## src/rtl/multicycle_controller_if.sv

```systemverilog
// Control/status bundle between the multi-cycle controller and its datapath/memory.
// master = controller side, slave = datapath/memory side.
interface multicycle_controller_if;
    logic [6:0] op;
    logic [2:0] funct3;
    logic       funct7b5;
    logic       Zero;
    logic       MemReady;
    logic       PCWrite;
    logic       AdrSrc;
    logic       MemWrite;
    logic       IRWrite;
    logic [1:0] ResultSrc;
    logic [1:0] ALUSrcA;
    logic [1:0] ALUSrcB;
    logic [1:0] ImmSrc;
    logic       RegWrite;
    logic [2:0] ALUControl;
    logic [3:0] State;
    logic       MemTimeout;

    modport master (
        input  op, funct3, funct7b5, Zero, MemReady,
        output PCWrite, AdrSrc, MemWrite, IRWrite, ResultSrc, ALUSrcA, ALUSrcB,
               ImmSrc, RegWrite, ALUControl, State, MemTimeout
    );

    modport slave (
        output op, funct3, funct7b5, Zero, MemReady,
        input  PCWrite, AdrSrc, MemWrite, IRWrite, ResultSrc, ALUSrcA, ALUSrcB,
               ImmSrc, RegWrite, ALUControl, State, MemTimeout
    );
endinterface

```

## src/rtl/multicycle_controller.sv

```systemverilog
// Multi-cycle RV32I control FSM with memory-ready stalls and a sticky wait timeout.
// Optional: define ILLEGAL_TRAP_EN to park unsupported opcodes in TRAP instead of running them as NOPs.
module multicycle_controller #(
    parameter int unsigned MEM_WAIT_LIMIT = 15,
    parameter int unsigned CNT_W          = 8
) (
    input logic                   clk,
    input logic                   reset,
    multicycle_controller_if.master bus
);
    localparam logic [6:0] OP_LW  = 7'b0000011;
    localparam logic [6:0] OP_SW  = 7'b0100011;
    localparam logic [6:0] OP_R   = 7'b0110011;
    localparam logic [6:0] OP_I   = 7'b0010011;
    localparam logic [6:0] OP_JAL = 7'b1101111;
    localparam logic [6:0] OP_BEQ = 7'b1100011;

    typedef enum logic [3:0] {
        FETCH    = 4'd0,
        DECODE   = 4'd1,
        MEMADR   = 4'd2,
        MEMREAD  = 4'd3,
        MEMWB    = 4'd4,
        MEMWRITE = 4'd5,
        EXECUTER = 4'd6,
        ALUWB    = 4'd7,
        EXECUTEI = 4'd8,
        JAL      = 4'd9,
        BEQ      = 4'd10,
        TRAP     = 4'd11
    } state_t;

    state_t           state, state_next;
    logic [CNT_W-1:0] wait_cnt, wait_cnt_next;
    logic             mem_timeout;

    logic       pcwrite_c, adrsrc_c, memwrite_c, irwrite_c, regwrite_c;
    logic [1:0] resultsrc_c, alusrca_c, alusrcb_c, aluop_c, immsrc_c;
    logic [2:0] alucontrol_c;
    logic       is_wait_c;

    // State, wait counter and sticky timeout registers
    always_ff @(posedge clk) begin
        if (!reset) begin
            state       <= FETCH;
            wait_cnt    <= '0;
            mem_timeout <= 1'b0;
        end else begin
            state    <= state_next;
            wait_cnt <= wait_cnt_next;
            if (MEM_WAIT_LIMIT != 32'd0 && wait_cnt == CNT_W'(MEM_WAIT_LIMIT))
                mem_timeout <= 1'b1;
        end
    end

    // Next state and per-state control
    always_comb begin
        state_next  = state;
        pcwrite_c   = 1'b0;
        adrsrc_c    = 1'b0;
        memwrite_c  = 1'b0;
        irwrite_c   = 1'b0;
        regwrite_c  = 1'b0;
        resultsrc_c = 2'b00;
        alusrca_c   = 2'b00;
        alusrcb_c   = 2'b00;
        aluop_c     = 2'b00;
        is_wait_c   = 1'b0;
        case (state)
            FETCH: begin
                is_wait_c   = 1'b1;
                alusrcb_c   = 2'b10;
                resultsrc_c = 2'b10;
                irwrite_c   = bus.MemReady;
                pcwrite_c   = bus.MemReady;
                if (bus.MemReady) state_next = DECODE;
            end
            DECODE: begin
                alusrca_c = 2'b01;
                alusrcb_c = 2'b01;
                case (bus.op)
                    OP_LW, OP_SW: state_next = MEMADR;
                    OP_R:         state_next = EXECUTER;
                    OP_I:         state_next = EXECUTEI;
                    OP_JAL:       state_next = JAL;
                    OP_BEQ:       state_next = BEQ;
`ifdef ILLEGAL_TRAP_EN
                    default:      state_next = TRAP;
`else
                    default:      state_next = FETCH;
`endif
                endcase
            end
            MEMADR: begin
                alusrca_c  = 2'b10;
                alusrcb_c  = 2'b01;
                state_next = (bus.op == OP_SW) ? MEMWRITE : MEMREAD;
            end
            MEMREAD: begin
                is_wait_c = 1'b1;
                adrsrc_c  = 1'b1;
                if (bus.MemReady) state_next = MEMWB;
            end
            MEMWB: begin
                resultsrc_c = 2'b01;
                regwrite_c  = 1'b1;
                state_next  = FETCH;
            end
            MEMWRITE: begin
                is_wait_c  = 1'b1;
                adrsrc_c   = 1'b1;
                memwrite_c = 1'b1;
                if (bus.MemReady) state_next = FETCH;
            end
            EXECUTER: begin
                alusrca_c  = 2'b10;
                aluop_c    = 2'b10;
                state_next = ALUWB;
            end
            EXECUTEI: begin
                alusrca_c  = 2'b10;
                alusrcb_c  = 2'b01;
                aluop_c    = 2'b10;
                state_next = ALUWB;
            end
            ALUWB: begin
                regwrite_c = 1'b1;
                state_next = FETCH;
            end
            JAL: begin
                alusrca_c  = 2'b01;
                alusrcb_c  = 2'b10;
                pcwrite_c  = 1'b1;
                state_next = ALUWB;
            end
            BEQ: begin
                alusrca_c  = 2'b10;
                aluop_c    = 2'b01;
                pcwrite_c  = bus.Zero;
                state_next = FETCH;
            end
            TRAP:    state_next = TRAP;
            default: state_next = FETCH;
        endcase
    end

    // Wait counter: counts stalled memory cycles, cleared on completion or any transition
    always_comb begin
        wait_cnt_next = wait_cnt;
        if (bus.MemReady || state_next != state)
            wait_cnt_next = '0;
        else if (is_wait_c && wait_cnt != '1)
            wait_cnt_next = wait_cnt + CNT_W'(1);
    end

    // Immediate format from opcode
    always_comb begin
        case (bus.op)
            OP_SW:   immsrc_c = 2'b01;
            OP_BEQ:  immsrc_c = 2'b10;
            OP_JAL:  immsrc_c = 2'b11;
            default: immsrc_c = 2'b00;
        endcase
    end

    // ALU decoder
    always_comb begin
        alucontrol_c = 3'b000;
        case (aluop_c)
            2'b01: alucontrol_c = 3'b001;
            2'b10: begin
                case (bus.funct3)
                    3'b000:  alucontrol_c = (bus.op[5] & bus.funct7b5) ? 3'b001 : 3'b000;
                    3'b010:  alucontrol_c = 3'b101;
                    3'b110:  alucontrol_c = 3'b011;
                    3'b111:  alucontrol_c = 3'b010;
                    default: alucontrol_c = 3'b000;
                endcase
            end
            default: alucontrol_c = 3'b000;
        endcase
    end

    // Write strobes are suppressed for as long as reset is asserted
    assign bus.PCWrite    = reset & pcwrite_c;
    assign bus.IRWrite    = reset & irwrite_c;
    assign bus.RegWrite   = reset & regwrite_c;
    assign bus.MemWrite   = reset & memwrite_c;
    assign bus.AdrSrc     = adrsrc_c;
    assign bus.ResultSrc  = resultsrc_c;
    assign bus.ALUSrcA    = alusrca_c;
    assign bus.ALUSrcB    = alusrcb_c;
    assign bus.ImmSrc     = immsrc_c;
    assign bus.ALUControl = alucontrol_c;
    assign bus.State      = state;
    assign bus.MemTimeout = mem_timeout;
endmodule

```

## src/flat_wrapper.sv

```systemverilog
// flat-port wrapper written by rule: the top's interface ports become plain ports
module multicycle_controller_flat 
#(
    parameter int unsigned MEM_WAIT_LIMIT = 15,
    parameter int unsigned CNT_W          = 8
)
  (clk, reset, bus_op, bus_funct3, bus_funct7b5, bus_Zero, bus_MemReady, bus_PCWrite, bus_AdrSrc, bus_MemWrite, bus_IRWrite, bus_ResultSrc, bus_ALUSrcA, bus_ALUSrcB, bus_ImmSrc, bus_RegWrite, bus_ALUControl, bus_State, bus_MemTimeout);
  multicycle_controller_if bus_i ();
  input logic clk;
  input logic reset;
  input wire logic [$bits(bus_i.op)-1:0] bus_op;
  input wire logic [$bits(bus_i.funct3)-1:0] bus_funct3;
  input wire logic [$bits(bus_i.funct7b5)-1:0] bus_funct7b5;
  input wire logic [$bits(bus_i.Zero)-1:0] bus_Zero;
  input wire logic [$bits(bus_i.MemReady)-1:0] bus_MemReady;
  output wire logic [$bits(bus_i.PCWrite)-1:0] bus_PCWrite;
  output wire logic [$bits(bus_i.AdrSrc)-1:0] bus_AdrSrc;
  output wire logic [$bits(bus_i.MemWrite)-1:0] bus_MemWrite;
  output wire logic [$bits(bus_i.IRWrite)-1:0] bus_IRWrite;
  output wire logic [$bits(bus_i.ResultSrc)-1:0] bus_ResultSrc;
  output wire logic [$bits(bus_i.ALUSrcA)-1:0] bus_ALUSrcA;
  output wire logic [$bits(bus_i.ALUSrcB)-1:0] bus_ALUSrcB;
  output wire logic [$bits(bus_i.ImmSrc)-1:0] bus_ImmSrc;
  output wire logic [$bits(bus_i.RegWrite)-1:0] bus_RegWrite;
  output wire logic [$bits(bus_i.ALUControl)-1:0] bus_ALUControl;
  output wire logic [$bits(bus_i.State)-1:0] bus_State;
  output wire logic [$bits(bus_i.MemTimeout)-1:0] bus_MemTimeout;
  assign bus_i.op = bus_op;
  assign bus_i.funct3 = bus_funct3;
  assign bus_i.funct7b5 = bus_funct7b5;
  assign bus_i.Zero = bus_Zero;
  assign bus_i.MemReady = bus_MemReady;
  assign bus_PCWrite = bus_i.PCWrite;
  assign bus_AdrSrc = bus_i.AdrSrc;
  assign bus_MemWrite = bus_i.MemWrite;
  assign bus_IRWrite = bus_i.IRWrite;
  assign bus_ResultSrc = bus_i.ResultSrc;
  assign bus_ALUSrcA = bus_i.ALUSrcA;
  assign bus_ALUSrcB = bus_i.ALUSrcB;
  assign bus_ImmSrc = bus_i.ImmSrc;
  assign bus_RegWrite = bus_i.RegWrite;
  assign bus_ALUControl = bus_i.ALUControl;
  assign bus_State = bus_i.State;
  assign bus_MemTimeout = bus_i.MemTimeout;
  multicycle_controller #(.MEM_WAIT_LIMIT(MEM_WAIT_LIMIT), .CNT_W(CNT_W)) u_core (.clk(clk), .reset(reset), .bus(bus_i));
endmodule
```

## config.mk

```make
export PLATFORM = sky130hd
export DESIGN_NAME = multicycle_controller_flat
export DESIGN_NICKNAME = d
export VERILOG_FILES = /design/src/rtl/multicycle_controller_if.sv /design/src/rtl/multicycle_controller.sv /design/src/flat_wrapper.sv
export SDC_FILE = /design/constraint.sdc
export NUM_CORES = 1
export LEC_CHECK = 0
export CAP_MARGIN = 0
export CORE_ASPECT_RATIO = 1.2
export CORE_MARGIN = 10
export CORE_UTILIZATION = 43
export CTS_CLUSTER_DIAMETER = 30
export DETAILED_ROUTE_END_ITERATION = 6
export MAX_ROUTING_LAYER = met4
export PLACE_DENSITY = 0.74
export SKIP_CTS_REPAIR_TIMING = 1
export SYNTH_ARGS = -nofsm -noshare
export SYNTH_HDL_FRONTEND = slang
export SYNTH_SLANG_ARGS = --single-unit
```

## constraint.sdc

```tcl
create_clock -name clk -period 2.2 [get_ports clk]
set_clock_uncertainty 0.1 [all_clocks]
set_input_delay 0.66 -clock clk [delete_from_list [all_inputs] [get_ports clk]]
set_output_delay 0.66 -clock clk [all_outputs]
set_load 0.02 [all_outputs]
```

==> key figures <==
Outcome
  – Status: finished with violations
  – Failing checks: negative setup slack

Floorplanning
  – Die Wd: 68.8 um
  – Die area: 5410 sq um
  – Die Y: 78.6 um
  – Ports: 36
  – Initial Util: 0.446
  – Site row count: 21
  – Core Box Area: 2760 sq um

Detailed routing
  – DRT antenna net count: 0
  – Pre-Repair DR Iteration Count: 4
  – Routed length per instance: 16.0 um
  – Vias per cell: 5.67
  – Routed WL: 4320 um
  – Number of DRC markers in iteration 0: 44
  – Via Count: 1536
  – DRC violations left: 0

Timing
  – RSZ-0062 raised after global routing: true
  – WHS: 423 ps
  – Endpoints failing setup: 17
  – Peak Freq: 401 MHz
  – Slew HR: 0.723
  – Hold Vio Cnt, Final: 0
  – Slew Viols, Final: 0
  – Tcrit/Tclk final: 1.13
  – Final Worst Setup Slack: -291 ps
  – Min Clock Period, post-route: 2490 ps
  – Slew at the pin closest to its max-slew limit: 410 ps

Cells and area
  – Finished Core Util: 0.796
  – Antenna Diode Count: 0
  – P&R area growth vs syn: 78.6%
  – Area occupied by multi-input gates: 1060 sq um
  – Register area: 273 sq um
  – Cell area after layout: 2200 sq um
  – Fillers: 196
  – Layout cells sized above 1: 0.485
  – Final nets: 256

Power
  – Net load switching power: 226 uW
  – Sw Share: 0.334
  – Power share of the clock group: 0.225
  – Pwr Density: 307 nW/um^2
  – Worst VDD drop: 315 uV
  – P_int: 450 uW
  – Logic pwr share: 0.416
  – Flop pwr share: 0.360
  – Static Leak: 0.00101 uW

Critical path
  – R2R Path Start: u_core.bus.State[0]$_SDFF_PN0_
  – Crit path DAT: 1730 ps
  – CP max-delay cell: dfxtp_4
  – Crit path largest cell delay: 350 ps
  – Worst endpoint required time: 1440 ps
  – Register-to-Register Path Depth: 8
  – Max FO, Critical Path: 3
  – Worst Setup Start Kind: flop
  – Worst Setup EP: bus_ALUControl[2]
  – Critical path cell sequence: nand2b_4 -> nand2b_4 -> a21oi_4 -> ha_4 -> nor4_4 -> buf_4
  – Stages on worst setup path: 6
  – Crit. End Element: output pin
  – Top delay family on crit path: simple AND/OR/NAND/NOR gates
  – Crit path from: u_core.bus.State[2]$_SDFF_PN0_
  – RR Endpoint: u_core.wait_cnt[6]$_SDFFE_PP0P_
  – R2r setup slk: 80 ps
  – Setup CP Type: flop to output pin
  – Crit path buffers/inverters: 1
  – Most frequent CP cell: nand2b_4

Synthesis
  – Synth Cell Area: 1230 sq um
  – Synth top area share: 0.212
  – Yosys cell types: 52
  – Synth area leaders: dfxtp_1, a21oi_1, nor3_1, nor2_1, xor2_1
  – Synth warnings: 0
  – Post-synth top flop: dfxtp_1
  – Synthesized instance count: 158
  – Post-synth top cells: dfxtp_1, nor2_1, nand2_1, a21oi_1, nor3_1
  – Post-synth EDFFs: 0
  – Mapped Avg Cell Area: 7.78 sq um
  – Flops & latches, synth: 13
  – Cell with the most instances after synthesis: dfxtp_1
  – Mapped Nets: 176
  – Ys async rst share: 0
  – Area leader, netlist: dfxtp_1
  – Seq/Total Area, Yosys: 0.212

GRT
  – GRT Util Overall: 0.150
  – Vias in the first global route: 1469
  – Initial antenna violation count: 0
  – Global-route wire length before repair: 6500 um
  – GR Overflow Total: 0
  – Pin count of the biggest net entering global routing: 20

Clock network
  – H-tree depth: 1
  – CTS tree: yes
  – CTS sink cnt: 13
  – CTS buffer count: 3
  – Clock Path Buffers: 2
  – Worst-path clk slew: 80 ps
  – Later-pin clock latency in the skew report: 280 ps
  – CTS root buffer: clkbuf_4

Placed design
  – Post-DP HPWL: 3180 um
  – Placed inst area: 1980 sq um
  – Buffers on Ports: 35
  – Gpl congestion: 0.841

Hold path
  – Hold Crit Class: flop to flop

Flow run
  – Max-cap viol count: 0
-- per-stage QoR --
stage          power (uW)  std cells  setup TNS [ps]  setup WS, ps
2_1_floorplan         379        158            -569          -190
3_3_place_gp          496        259          -14070         -1100
3_5_place_dp          502        259          -15070         -1160
4_1_cts               650        263          -14430         -1170
5_1_grt               699        271           -2470          -338
6_report              675        271           -1510          -291
-- power groups by stage --
| stage | Combinational [uW] | Clock [uW] | Sequential (uW) |
|---|---|---|---|
| after floorplan | 127 | 0 | 251 |
| after global placement | 249 | 0 | 247 |
| after detailed placement | 255 | 0 | 248 |
| after CTS | 258 | 150 | 242 |
| after global routing | 299 | 157 | 243 |
| final | 281 | 152 | 243 |
-- metal layers --
layer / track usage / part of all wire / vias to the layer above
li1: - / - / 740
met1: 0.155 / 0.38 / 722
met2: 0.259 / 0.53 / 59
met3: 0.0355 / 0.067 / 15
met4: 0.0613 / 0.028 / 0
met5: - / 0 / -
-- area by class of cell --
type,instances,area share
Tap cell,34,0.0194
Sequential cell,13,0.124
Clock buffer,4,0.0120
Inverter,7,0.0120
Multi-Input combinational cell,129,0.485
Timing Repair Buffer,84,0.348
-- worst min path at each step --
stage	slack, ps	cells after the start	start	endpoint
2_1_floorplan	390	2	u_core.wait_cnt[6]$_SDFFE_PP0P_	u_core.wait_cnt[6]$_SDFFE_PP0P_
3_3_place_gp	370	2	u_core.bus.MemTimeout$_SDFFE_PN0N_	u_core.bus.MemTimeout$_SDFFE_PN0N_
3_5_place_dp	410	2	u_core.bus.MemTimeout$_SDFFE_PN0N_	u_core.bus.MemTimeout$_SDFFE_PN0N_
4_1_cts	440	2	u_core.bus.MemTimeout$_SDFFE_PN0N_	u_core.bus.MemTimeout$_SDFFE_PN0N_
5_1_grt	460	2	u_core.wait_cnt[6]$_SDFFE_PP0P_	u_core.wait_cnt[6]$_SDFFE_PP0P_
6_report	420	2	u_core.bus.MemTimeout$_SDFFE_PN0N_	u_core.bus.MemTimeout$_SDFFE_PN0N_
-- state kept, by name, summed over array words and instances (netlist names) --
signal and count:
u_core.wait_cnt 8, u_core.bus.State 4, u_core.bus.MemTimeout 1
-- cells by family after synthesis --
family	share of synthesized area
multiplexers	0.0163
AND/OR/NAND/NOR	0.399
AO/OA/AOI/OAI	0.225
buffers and inverters	0.0682
XOR/XNOR	0.0498
adder cells (fa/ha/maj)	0.0305
flip-flops	0.212
-- tightest hold or removal path: cells and delay by family, from the launching register on --
kind	cells	cell delay [ps]
AOI/OAI and AO/OA	1	50
and+or+nand+nor	1	90
DFF	1	350
-- placed cells by master (no fill, tap or decap), types with 6 or more instances in the layout --
cell | synthesis | final
a21oi_1 | 10 | 8
buf_4 | 2 | 44
buf_6 | 2 | 7
clkbuf_2 | 0 | 11
dfxtp_1 | 13 | 9
dlymetal6s2s_1 | 0 | 10
inv_1 | 7 | 6
nand2_1 | 11 | 9
nor2_1 | 12 | 9
nor3_2 | 0 | 7
Note: power is estimated with default switching activity, not from simulation.
